File: config.mk
export PLATFORM = sky130hd
export DESIGN_NAME = opti_sos_cascade
export DESIGN_NICKNAME = d
export VERILOG_FILES = /design/src/rtl/opti_iir_pkg.sv /design/src/rtl/opti_mac.sv /design/src/rtl/opti_sos_cascade.sv
export SDC_FILE = /design/constraint.sdc
export NUM_CORES = 2
export LEC_CHECK = 0
export BUFFER_PORTS_ARGS = -buffer_cell sky130_fd_sc_hd__buf_2
export CAP_MARGIN = 20
export CORE_MARGIN = 2
export CORE_UTILIZATION = 60
export CTS_CLUSTER_DIAMETER = 30
export DETAILED_ROUTE_END_ITERATION = 16
export GPL_ROUTABILITY_DRIVEN = 0
export MAX_ROUTING_LAYER = met4
export PLACE_DENSITY = 0.8
export SLEW_MARGIN = 20
export SYNTH_ARGS = -nofsm -noshare
export SYNTH_HDL_FRONTEND = slang
export SYNTH_SLANG_ARGS = --single-unit
File: constraint.sdc
create_clock -name clk -period 16.1 [get_ports clk]
set_input_delay 1.61 -clock clk [delete_from_list [all_inputs] [get_ports clk]]
set_output_delay 1.61 -clock clk [all_outputs]
set_load 0.01 [all_outputs]
File: src/rtl/opti_iir_pkg.sv
// Shared definitions for the biquad cascade: coefficient selects, per-section
// cycle slots, FSM state encoding, and the round/saturate helper.
// Latency: n/a (package).  Backpressure: n/a (package).
package opti_iir_pkg;

    // Coefficient select codes on coef_sel; 5..7 are invalid
    localparam logic [2:0] COEF_B0 = 3'd0;
    localparam logic [2:0] COEF_B1 = 3'd1;
    localparam logic [2:0] COEF_B2 = 3'd2;
    localparam logic [2:0] COEF_A1 = 3'd3;
    localparam logic [2:0] COEF_A2 = 3'd4;

    // Cycle slots within one section; C_W0 is the feedback round/saturate slot
    localparam logic [2:0] C_A1 = 3'd0;
    localparam logic [2:0] C_A2 = 3'd1;
    localparam logic [2:0] C_W0 = 3'd2;
    localparam logic [2:0] C_B0 = 3'd3;
    localparam logic [2:0] C_B1 = 3'd4;
    localparam logic [2:0] C_B2 = 3'd5;
    localparam int         SEC_CYC = 6;

    typedef enum logic [1:0] {
        ST_IDLE = 2'd0,
        ST_RUN  = 2'd1,
        ST_DONE = 2'd2
    } state_e;

    typedef struct packed {
        logic        clamped;
        logic [31:0] val;
    } rs_t;

    // Round half-up at bit frac, then clamp to a signed dw-bit range.
    // Works for accumulators up to 64 bits and sample widths up to 32 bits.
    function automatic rs_t rnd_sat(input logic signed [63:0] acc,
                                    input int frac, input int dw);
        logic signed [63:0] r, hi, lo;
        rs_t res;
        r  = (acc + (64'sd1 <<< (frac - 1))) >>> frac;
        hi = (64'sd1 <<< (dw - 1)) - 64'sd1;
        lo = -(64'sd1 <<< (dw - 1));
        res.clamped = (r > hi) || (r < lo);
        if (r > hi)      r = hi;
        else if (r < lo) r = lo;
        res.val = r[31:0];
        return res;
    endfunction

endpackage

File: src/rtl/opti_mac.sv
// Signed multiply-accumulate shared by every section of the cascade.
// Latency: product folds into the registered accumulator in 1 cycle; acc_d_o is the same-cycle next value.
// Backpressure: none; driven every cycle, en_i=0 holds the accumulator.
// Ports: a_i/b_i multiplicands, init_i load value used with clr_i,
//        sub_i subtracts the product, acc_q_o registered sum, acc_d_o next sum.
module opti_mac #(
    parameter int A_W   = 24,
    parameter int B_W   = 24,
    parameter int ACC_W = 51
) (
    input  logic                    clk,
    input  logic                    rst,
    input  logic                    en_i,
    input  logic                    clr_i,
    input  logic                    sub_i,
    input  logic signed [A_W-1:0]   a_i,
    input  logic signed [B_W-1:0]   b_i,
    input  logic signed [ACC_W-1:0] init_i,
    output logic signed [ACC_W-1:0] acc_d_o,
    output logic signed [ACC_W-1:0] acc_q_o
);
    localparam int P_W = A_W + B_W;

    logic signed [P_W-1:0]   prod;
    logic signed [ACC_W-1:0] prod_ext;
    logic signed [ACC_W-1:0] base;

    assign prod     = a_i * b_i;
    assign prod_ext = $signed({{(ACC_W-P_W){prod[P_W-1]}}, prod});
    // clr_i starts a new sum from init_i instead of the running accumulator
    assign base     = clr_i ? init_i : acc_q_o;

    always_comb begin
        acc_d_o = acc_q_o;
        if (en_i) acc_d_o = sub_i ? (base - prod_ext) : (base + prod_ext);
    end

    always_ff @(posedge clk) begin
        if (rst) acc_q_o <= '0;
        else     acc_q_o <= acc_d_o;
    end

endmodule

File: src/rtl/opti_sos_cascade.sv
// Cascade of N_SOS DF-II biquads on one time-multiplexed MAC, 6 cycles per section.
// Latency: data_valid_out 6*N_SOS+1 cycles after accept; one sample per 6*N_SOS+2 cycles.
// Backpressure: data_ready_out high only in IDLE; input held off through RUN and DONE.
// Ports: data_in/data_valid_in/data_ready_out sample input; data_out/data_valid_out result;
//        coef_* runtime coefficient writes (coef_err on reject); bypass per section;
//        state_clr/sat_clr/sat_sticky housekeeping; trace_sec/trace_w1/trace_w2 state view.
module opti_sos_cascade
    import opti_iir_pkg::*;
#(
    parameter int N_SOS     = 4,
    parameter int DATA_W    = 24,
    parameter int COEF_W    = 24,
    parameter int COEF_FRAC = 22,
    parameter int SEC_W     = 4
) (
    input  logic                     clk,
    input  logic                     rst,
    input  logic signed [DATA_W-1:0] data_in,
    input  logic                     data_valid_in,
    output logic                     data_ready_out,
    output logic signed [DATA_W-1:0] data_out,
    output logic                     data_valid_out,
    input  logic                     coef_we,
    input  logic [SEC_W-1:0]         coef_sec,
    input  logic [2:0]               coef_sel,
    input  logic signed [COEF_W-1:0] coef_data,
    output logic                     coef_err,
    input  logic [N_SOS-1:0]         bypass,
    input  logic                     state_clr,
    input  logic                     sat_clr,
    output logic                     sat_sticky,
    input  logic [SEC_W-1:0]         trace_sec,
    output logic signed [DATA_W-1:0] trace_w1,
    output logic signed [DATA_W-1:0] trace_w2
);
    localparam int ACC_W = DATA_W + COEF_W + 3;
    localparam logic signed [COEF_W-1:0] COEF_ONE = COEF_W'(1) << COEF_FRAC;

    state_e                   state_q, state_d;
    logic [SEC_W-1:0]         sec_q;
    logic [2:0]               slot_q;
    logic signed [DATA_W-1:0] x_q, w0_q;
    logic [N_SOS-1:0]         byp_q;
    logic                     clr_pend_q;
    logic signed [DATA_W-1:0] w1_q [N_SOS];
    logic signed [DATA_W-1:0] w2_q [N_SOS];
    logic signed [COEF_W-1:0] coef_q [N_SOS][5];

    logic accept, coef_ok, last_slot, last_sec, sat_set, cur_byp;
    logic signed [DATA_W-1:0] cur_w1, cur_w2, w0_sat, y_sat, trace_w1_d, trace_w2_d;
    logic signed [COEF_W-1:0] cur_b0, cur_b1, cur_b2, cur_a1, cur_a2;
    logic                     mac_en, mac_clr, mac_sub;
    logic signed [DATA_W-1:0] mac_a;
    logic signed [COEF_W-1:0] mac_b;
    logic signed [ACC_W-1:0]  mac_init, mac_acc_d, mac_acc_q, x_ext;
    rs_t                      w0_rs, y_rs;

    assign data_ready_out = (state_q == ST_IDLE);
    assign accept    = data_valid_in && data_ready_out;
    assign coef_ok   = coef_we && (state_q == ST_IDLE) && !accept
                       && (32'(coef_sec) < N_SOS) && (coef_sel <= COEF_A2);
    assign last_slot = (state_q == ST_RUN) && (slot_q == 3'(SEC_CYC - 1));
    assign last_sec  = (sec_q == SEC_W'(N_SOS - 1));
    assign x_ext     = $signed({{(ACC_W-DATA_W){x_q[DATA_W-1]}}, x_q}) <<< COEF_FRAC;

    // Feedback node rounds the registered a-side sum; output rounds the
    // same-cycle total so the b2 product needs no extra cycle.
    assign w0_rs  = rnd_sat({{(64-ACC_W){mac_acc_q[ACC_W-1]}}, mac_acc_q}, COEF_FRAC, DATA_W);
    assign y_rs   = rnd_sat({{(64-ACC_W){mac_acc_d[ACC_W-1]}}, mac_acc_d}, COEF_FRAC, DATA_W);
    assign w0_sat = DATA_W'(w0_rs.val);
    assign y_sat  = DATA_W'(y_rs.val);
    assign sat_set = (state_q == ST_RUN) && !cur_byp
                     && (((slot_q == C_W0) && w0_rs.clamped) || (last_slot && y_rs.clamped));

    always_comb begin
        state_d = state_q;
        case (state_q)
            ST_IDLE: if (data_valid_in) state_d = ST_RUN;
            ST_RUN:  if (last_slot && last_sec) state_d = ST_DONE;
            ST_DONE: state_d = ST_IDLE;
            default: state_d = ST_IDLE;
        endcase
    end

    // Current-section operand and trace selection
    always_comb begin
        cur_w1 = '0; cur_w2 = '0; cur_byp = 1'b0;
        cur_b0 = '0; cur_b1 = '0; cur_b2 = '0; cur_a1 = '0; cur_a2 = '0;
        trace_w1_d = '0; trace_w2_d = '0;
        for (int s = 0; s < N_SOS; s++) begin
            if (sec_q == SEC_W'(s)) begin
                cur_w1 = w1_q[s];            cur_w2 = w2_q[s];
                cur_byp = byp_q[s];
                cur_b0 = coef_q[s][COEF_B0]; cur_b1 = coef_q[s][COEF_B1];
                cur_b2 = coef_q[s][COEF_B2]; cur_a1 = coef_q[s][COEF_A1];
                cur_a2 = coef_q[s][COEF_A2];
            end
            if (trace_sec == SEC_W'(s)) begin
                trace_w1_d = w1_q[s];
                trace_w2_d = w2_q[s];
            end
        end
    end

    always_comb begin
        mac_en = 1'b0; mac_clr = 1'b0; mac_sub = 1'b0;
        mac_a = cur_w1; mac_b = cur_a1; mac_init = '0;
        if (state_q == ST_RUN) begin
            case (slot_q)
                C_A1: begin mac_en = 1'b1; mac_clr = 1'b1; mac_sub = 1'b1; mac_init = x_ext; end
                C_A2: begin mac_en = 1'b1; mac_sub = 1'b1; mac_a = cur_w2; mac_b = cur_a2; end
                C_B0: begin mac_en = 1'b1; mac_clr = 1'b1; mac_a = w0_q; mac_b = cur_b0; end
                C_B1: begin mac_en = 1'b1; mac_b = cur_b1; end
                C_B2: begin mac_en = 1'b1; mac_a = cur_w2; mac_b = cur_b2; end
                default: ;
            endcase
        end
    end

    opti_mac #(.A_W(DATA_W), .B_W(COEF_W), .ACC_W(ACC_W)) u_mac (
        .clk(clk), .rst(rst), .en_i(mac_en), .clr_i(mac_clr), .sub_i(mac_sub),
        .a_i(mac_a), .b_i(mac_b), .init_i(mac_init),
        .acc_d_o(mac_acc_d), .acc_q_o(mac_acc_q)
    );

    always_ff @(posedge clk) begin
        if (rst) begin
            state_q <= ST_IDLE; sec_q <= '0; slot_q <= '0;
            x_q <= '0; w0_q <= '0; byp_q <= '0; clr_pend_q <= 1'b0;
            data_out <= '0; data_valid_out <= 1'b0; coef_err <= 1'b0;
            sat_sticky <= 1'b0; trace_w1 <= '0; trace_w2 <= '0;
            for (int s = 0; s < N_SOS; s++) begin
                w1_q[s] <= '0; w2_q[s] <= '0;
                coef_q[s][COEF_B0] <= COEF_ONE; coef_q[s][COEF_B1] <= '0;
                coef_q[s][COEF_B2] <= '0;       coef_q[s][COEF_A1] <= '0;
                coef_q[s][COEF_A2] <= '0;
            end
        end else begin
            state_q        <= state_d;
            data_valid_out <= 1'b0;
            coef_err       <= coef_we && !coef_ok;
            trace_w1       <= trace_w1_d;
            trace_w2       <= trace_w2_d;
            // a fresh clamp beats a simultaneous clear
            if (sat_set)      sat_sticky <= 1'b1;
            else if (sat_clr) sat_sticky <= 1'b0;

            for (int s = 0; s < N_SOS; s++)
                if (coef_ok && coef_sec == SEC_W'(s)) coef_q[s][coef_sel] <= coef_data;

            case (state_q)
                ST_IDLE: begin
                    if (state_clr)
                        for (int s = 0; s < N_SOS; s++) begin w1_q[s] <= '0; w2_q[s] <= '0; end
                    if (accept) begin
                        x_q <= data_in; byp_q <= bypass; sec_q <= '0; slot_q <= '0;
                    end
                end
                ST_RUN: begin
                    // clearing mid-sample would corrupt it; defer to the return to IDLE
                    if (state_clr) clr_pend_q <= 1'b1;
                    if (slot_q == C_W0) w0_q <= w0_sat;
                    if (last_slot) begin
                        slot_q <= '0;
                        sec_q  <= sec_q + 1'b1;
                        if (!cur_byp) begin
                            x_q <= y_sat;
                            for (int s = 0; s < N_SOS; s++)
                                if (sec_q == SEC_W'(s)) begin
                                    w2_q[s] <= w1_q[s];
                                    w1_q[s] <= w0_q;
                                end
                        end
                    end else begin
                        slot_q <= slot_q + 3'd1;
                    end
                end
                ST_DONE: begin
                    data_out       <= x_q;
                    data_valid_out <= 1'b1;
                    clr_pend_q     <= 1'b0;
                    if (clr_pend_q || state_clr)
                        for (int s = 0; s < N_SOS; s++) begin w1_q[s] <= '0; w2_q[s] <= '0; end
                end
                default: ;
            endcase
        end
    end

endmodule

Yosys cells after proc, flatten, opt, wreduce, memory -nomap -nowiden
Memory sizes are Yosys's and may differ from the RTL's. Index checks and enable logic that the tools add are counted.

Divide/modulo/power cells: 0. $add $sub $neg: 6. $lt $le $gt $ge: 8. Bitwise logic cells: 505. Shift-type cells: 0. Equality and inequality tests: 22. Multipliers: 1. Reduce and logical (&&, ||, !) cells: 43. Mux-type cells: 629.

Operators by type and width (count): 24-bit two-way mux (70); 1-bit two-way mux (536); 1-bit bitwise OR (504); 120-bit two-way mux (4); 51-bit two-way mux (5); 51-bit by 23-bit adder with 52-bit output (second input constant) (2); 24-bit one-hot mux with 2 select lines (2); 24-bit one-hot mux with 4 select lines (1); 24-bit demux with 3-bit select (1); 30-bit by 24-bit greater-than comparator with 1-bit output (second input constant) (2); 30-bit by 24-bit less-than comparator with 1-bit output (second input constant) (2); 51-bit by 48-bit adder with 51-bit output (1); 51-bit by 48-bit subtractor with 51-bit output (1); 24-bit by 24-bit multiplier with 48-bit output (1); 4-bit by 2-bit equality test with 1-bit output (second input constant) (6); 1-bit logical AND (17); 4-bit by 1-bit equality test with 1-bit output (second input constant) (3); 4-bit logical NOT (3); 2-bit AND reduction (5); 4-bit two-way mux (2); 2-bit != test (second input constant) (4); 4-bit one-hot mux with 2 select lines (1); 3-bit by 2-bit equality test with 1-bit output (second input constant) (2); 3-bit equality test (second input constant) (2); other kinds (25) (37).

Output and inout port bits: 76. Input port bits: 69. Register bits: 188. Latch bits: 0. Logic and storage cells: 1231. Bits in writable memories: 672. Memories: 3. ROM bits: 0.

Memories: coef_q (words 4, bits a word 120, rd ports 4, clocked after Yosys merged registers in 0, wr ports 4, line opti_sos_cascade.sv:47) `logic signed [COEF_W-1:0] coef_q [N_SOS][5];`; w1_q (words 4, bits a word 24, rd ports 4, clocked after Yosys merged registers in 0, wr ports 4, line opti_sos_cascade.sv:45) `logic signed [DATA_W-1:0] w1_q [N_SOS];`; w2_q (words 4, bits a word 24, rd ports 4, clocked after Yosys merged registers in 0, wr ports 4, line opti_sos_cascade.sv:46) `logic signed [DATA_W-1:0] w2_q [N_SOS];`.

Depth between registers and ports, before layout
Depth in word-level cells: 18. Gate-level depth with buffers: 61. Mapped depth without buffers: 54.

By module
From an unflattened synthesis, not the netlist that was laid out.

Cells, all modules: 7143. Area total of the unflattened synthesis: 65218.8 sq um.

Modules (own cells, without submodules): opti_sos_cascade (area each 36413.7 sq um, cells each 3848, instances 1); opti_mac (area each 28805.1 sq um, cells each 3295, instances 1).

Worst setup path after synthesis
OpenSTA, ideal clock, no wires.

Path type: reg-to-reg. Start: register sec_q[0]. End: register x_q[10]. Arrival: 13509 ps. Buffers on the path: 9. Path slack: 2488 ps. Cell stages (with the launch flop): 54. Period minus slack after synthesis: 13612 ps. Library setup time: 104 ps. Data required time: 15996 ps. Cells stage by stage: dfxtp_1 ha_1 clkbuf_1 and2_1 clkbuf_1 clkbuf_1 buf_1 buf_1 a221oi_1 nor3_1 nor3_1 a21oi_1 clkbuf_1 nand2_1 fa_1 inv_1 fa_1 fa_1 (+18 left out) xor2_1 ha_1 clkbuf_1 a21oi_1 o21a_1 nand2_1 or4b_1 o21ai_1 o21a_1 or2_2 mux2i_1 a311oi_1 o211ai_1 or3_1 o2111ai_2 mux2_2 buf_4 a2111oi_2.

Word-level cells in the longest chain between the ends: 18. Elaborated cells on any way between the ends: 55. Those cells by class: add/sub (3); mul (1); order compare (2); eq/ne (4); mux (43); reduce/logical (2).

RTL lines: from (decl) (line opti_sos_cascade.sv:40) `logic [SEC_W-1:0] sec_q;`; from (signal assigned) (line opti_sos_cascade.sv:165) `sec_q <= sec_q + 1'b1;`; 4-bit logical NOT (line opti_sos_cascade.sv:91) `if (sec_q == SEC_W'(s)) begin`; 24-bit two-way mux (4 in series) (line opti_sos_cascade.sv:91); 24-bit one-hot mux with 4 select lines or 24-bit one-hot mux with 2 select lines (tied branches) (line opti_sos_cascade.sv:109) `case (slot_q)`; 24-bit two-way mux (line opti_sos_cascade.sv:108) `if (state_q == ST_RUN) begin`; 24-bit by 24-bit multiplier with 48-bit output (line opti_mac.sv:28) `assign prod = a_i * b_i;`; 51-bit by 48-bit adder with 51-bit output or 51-bit by 48-bit subtractor with 51-bit output (tied branches) (line opti_mac.sv:35) `if (en_i) acc_d_o = sub_i ? (base - prod_ext) : (base + prod_ext);`; 51-bit two-way mux (2 in series) (line opti_mac.sv:35); 51-bit by 23-bit adder with 52-bit output (line opti_iir_pkg.sv:39) `r = (acc + (64'sd1 <<< (frac - 1))) >>> frac;`; 30-bit by 24-bit less-than comparator with 1-bit output (line opti_iir_pkg.sv:44) `else if (r < lo) r = lo;`; 24-bit two-way mux (line opti_iir_pkg.sv:44); 24-bit two-way mux (line opti_iir_pkg.sv:43) `if (r > hi) r = hi;`; 24-bit two-way mux (line opti_sos_cascade.sv:166) `if (!cur_byp) begin`; 24-bit two-way mux (line opti_sos_cascade.sv:163) `if (last_slot) begin`; 24-bit one-hot mux with 2 select lines (line opti_sos_cascade.sv:151) `case (state_q)`; to (signal assigned) (line opti_sos_cascade.sv:167) `x_q <= y_sat;`; to (decl) (line opti_sos_cascade.sv:42) `logic signed [DATA_W-1:0] x_q, w0_q;`.

Parallel ways exist; a longest one is shown, timed or not. The select of a mux whose other input is x is not followed. A chain may end at the register's enable or synchronous reset.

Final worst setup path
Start: register slot_q[0]. End: register x_q[20].

Word-level cells in the longest chain between the ends: 15. Elaborated cells on any way between the ends: 38. Those cells by class: add/sub (3); mul (1); order compare (2); eq/ne (5); mux (20); reduce/logical (7).

RTL lines: from (decl) (line opti_sos_cascade.sv:41) `logic [2:0] slot_q;`; from (signal assigned) (line opti_sos_cascade.sv:175) `slot_q <= slot_q + 3'd1;`; 3-bit equality test (tied with other cells) (line opti_sos_cascade.sv:62, opti_sos_cascade.sv:109); 2-bit OR reduction (no line); 24-bit one-hot mux with 2 select lines or 1-bit two-way mux (tied branches) (line opti_sos_cascade.sv:109); 24-bit two-way mux or 1-bit two-way mux (tied branches) (line opti_sos_cascade.sv:108); 24-bit by 24-bit multiplier with 48-bit output or 51-bit two-way mux (tied branches) (line opti_mac.sv:28, opti_mac.sv:31); 51-bit by 48-bit adder with 51-bit output or 51-bit by 48-bit subtractor with 51-bit output (tied branches) (line opti_mac.sv:35); 51-bit two-way mux (2 in series) (line opti_mac.sv:35); 51-bit by 23-bit adder with 52-bit output (line opti_iir_pkg.sv:39); 30-bit by 24-bit less-than comparator with 1-bit output (line opti_iir_pkg.sv:44); 24-bit two-way mux (line opti_iir_pkg.sv:44); 24-bit two-way mux (line opti_iir_pkg.sv:43); 24-bit two-way mux (line opti_sos_cascade.sv:166); 24-bit two-way mux (line opti_sos_cascade.sv:163); 24-bit one-hot mux with 2 select lines (line opti_sos_cascade.sv:151).

Parallel ways exist; a longest one is shown, timed or not. The select of a mux whose other input is x is not followed.

==> impl_metrics.json <==
{
  "dpl.hpwl_um": 147000,
  "synthCells": 7311,
  "crit_arrival_ns": 16.28,
  "worstHoldPathType": "flip-flop to flip-flop",
  "tightestPinTransition_ns": 1.23,
  "postPlaceCellArea_um2": 67400,
  "postSynthAreaPerCell_um2": 8.93,
  "clk_latency_ns": 0.80,
  "routed-wl-met3_um": 32700,
  "synth_area_um2": 65300,
  "design.core.area_um2": 108000,
  "cts-root-buf": "clkbuf_16",
  "grt_max_degree": 101,
  "wl_per_cell_um": 24.5,
  "routed_wl_um": 216000,
  "dr.first_iter.drc_count": 9027,
  "combPwrFrac_pct": 64.9,
  "cp_data_required_time_ns": 16.73,
  "cts_sinks": 860,
  "fmax_mhz": 63.9,
  "cpMaxStageDelayCell": "nand2_1",
  "dieArea_um2": 111000,
  "grt_pass1_vias": 58000,
  "crit_top_cell": "fa_1",
  "synth-edff-count": 360,
  "clk_path_buf_depth": 3,
  "ys_seq_elements": 860,
  "slew_headroom_pct": 17.7,
  "antenna_found_initial": 14,
  "switching_power_uw": 8720,
  "cts_tree": "built",
  "p_leak_uw": 0.0302,
  "yosysTopAreaCellShare_pct": 18.7,
  "finalNetCount": 8135,
  "hold_buffers": 0,
  "synth_area_leaders": "fa_1 19%, edfxtp_1 17%, dfxtp_1 15%, nand2_1 7.0%, a21oi_1 4.9%",
  "dr_wl_met2_um": 93100,
  "setup-tns-final_ns": 0,
  "cap_violations": 0,
  "topRoutingLayerUsed": "met4",
  "fin_crit_sh_pct": 97.2,
  "fp.dieH_um": 334,
  "numPortBuffers": 144,
  "grt_pass1_wl_um": 332000,
  "yosys_warnings": 0,
  "crit_path_end_kind": "flip-flop",
  "stdcell_area_um2": 73600,
  "fin_crit_ns": 15.65,
  "drive_gt1_share_pct": 11.0,
  "max_stage_delay_ns": 0.84,
  "track_usage_pct": 39.6,
  "peakVddDrop_mv": 0.412,
  "pwr-share-seq_pct": 14.1,
  "vias": 58400,
  "yosysSeqAreaShare_pct": 31.9,
  "r2r-start": "slot_q[0]$_SDFFE_PP0P_",
  "clk_pin_slew_ns": 0.05,
  "fillers": 7859,
  "yosysUniqueCellTypes": 104,
  "crit_fanout": 24,
  "area_growth_pct": 12.8,
  "multi_input_area_um2": 40400,
  "seq_area_um2": 20800,
  "h-tree-depth": 4,
  "drv_slew": 0,
  "hp-start": "u_mac.acc_q_o[8]$_SDFFE_PP0P_",
  "status": "complete, no violations",
  "switching_share_pct": 50.0,
  "synth_top_area_cell": "fa_1",
  "m1WireLength_um": 76000,
  "fin_skew_ns": 0.0716,
  "die_w_um": 334,
  "async_flop_share_pct": 0,
  "numCtsBuffers": 168,
  "pin_count": 145,
  "avgViaCountPerCell": 6.62,
  "grt_overflow": 0,
  "crit_type": "flip-flop to flip-flop",
  "drtAntennaViolNets": 0,
  "drc": 0,
  "initial_core_util_pct": 60.7,
  "startpoint_type": "flip-flop",
  "p_int_uw": 8710,
  "synth_nets": 8185,
  "finalHoldViolCount": 0,
  "rows": 120,
  "synth_ff_type": "dfxtp_1",
  "clockPowerShare_pct": 21.0,
  "powerDensity_nw_per_um2": 237,
  "crit_start": "slot_q[0]$_SDFFE_PP0P_",
  "first_pass_iters": 13,
  "setup_violations": 0
}
kinds of logic after synthesis:
logic type | share of synthesized area, %
flops | 31.9
xor+xnor | 2.00
buf+inv | 7.06
mux | 1.23
fa+ha+maj | 22.4
simple gates | 18.2
compound gates | 17.2
area by class of cell:
class / count / area share, %
multi-input combinational: 5237 / 54.8
sequential: 860 / 28.3
clock buffer: 206 / 6.20
inverter: 692 / 3.53
timing repair buffer: 302 / 2.73
tap: 1403 / 2.38
clock inverter: 110 / 2.00
antenna: 15 / 0.0510
worst paths after layout:
check	endpoint	slack [ns]	depth (start not counted)
max	x_q[20]$_SDFFE_PP0P_	0.45	47
min reg2reg	u_mac.acc_q_o[8]$_SDFFE_PP0P_	0.44	2
max reg2reg	x_q[20]$_SDFFE_PP0P_	0.45	47
min	u_mac.acc_q_o[8]$_SDFFE_PP0P_	0.44	2
state kept, by name, indices dropped and copies added (netlist names), 24 cells and up:
register	flops
coef_q	480
data_out	24
trace_w1	24
trace_w2	24
u_mac.acc_q_o	51
w0_q	24
w1_q	96
w2_q	96
x_q	24
Yosys cell counts, types with 196 or more instances:
master       n
o21ai_0    196
fa_1       609
ha_1       196
clkbuf_1   463
edfxtp_1   360
and2_1     342
nor2_1     312
nand2_1   1217
dfxtp_1    500
inv_1      692
a21oi_1    640
a22oi_1    211
per-layer routing:
layer | track usage, % | vias up
li1 | - | 24800
met1 | 48.9 | 28000
met2 | 57.0 | 4648
met3 | 12.6 | 1004
met4 | 23.5 | 0
met5 | - | -
layout by cell type (no fill, tap or decap), drive strengths merged, types with 25 or more instances in the layout:
master	netlist	routed
nor2	312	312
a211oi	44	44
o211ai	52	52
o22ai	51	51
a22oi	216	216
mux2	52	52
nor3	102	102
a21o	47	47
and2	343	344
o21a	34	34
ha	196	196
buf	60	301
fa	609	609
clkbuf	463	206
dfxtp	500	500
nor2b	160	160
a21oi	641	641
o21ai	216	216
a22o	57	57
a221oi	50	50
clkinv	0	50
xnor2	91	91
nand4	44	44
nand2	1217	1217
or2	25	25
nand3	88	88
a221o	48	48
nand2b	72	72
edfxtp	360	360
inv	692	714
a31oi	29	29
or3	27	27
xor2	57	57
and3	38	38
a222oi	46	46
power by group through the flow:
stage	combinational [uW]	clock [uW]	sequential, uW
2_1_floorplan	8180	0	2460
3_3_place_gp	10500	0	2490
3_5_place_dp	10700	0	2500
4_1_cts	10800	3650	2460
5_1_grt	12300	3750	2470
6_report	11300	3660	2470
repair_timing:
item                       CTS  global route
setup endpoints to repair    0            24
resized for setup            0            16
buffers inserted             0             1
critical path: cells and delay by family (launching register included):
family	cells	cell delay, ns
AO/OA/AOI/OAI	17	5.76
AND/OR/NAND/NOR	12	3.73
flip-flops	1	0.45
XOR/XNOR	1	0.22
adder cells (fa/ha/maj)	10	4.49
buffers and inverters	7	0.80
metrics by stage:
step	setup slack [ns]	hold WS [ns]	instances	total power [uW]	util (%)
floorplan	2.49	0.427	7311	10600	-
global placement	0.872	0.434	8489	13000	62.7
detailed placement	0.605	0.442	8489	13200	62.7
CTS	0.493	0.446	8805	16900	68.3
global route	-0.00622	0.462	8823	18500	68.5
finish	0.447	0.444	8825	17400	68.5
Power figures use the tool's default switching activity.
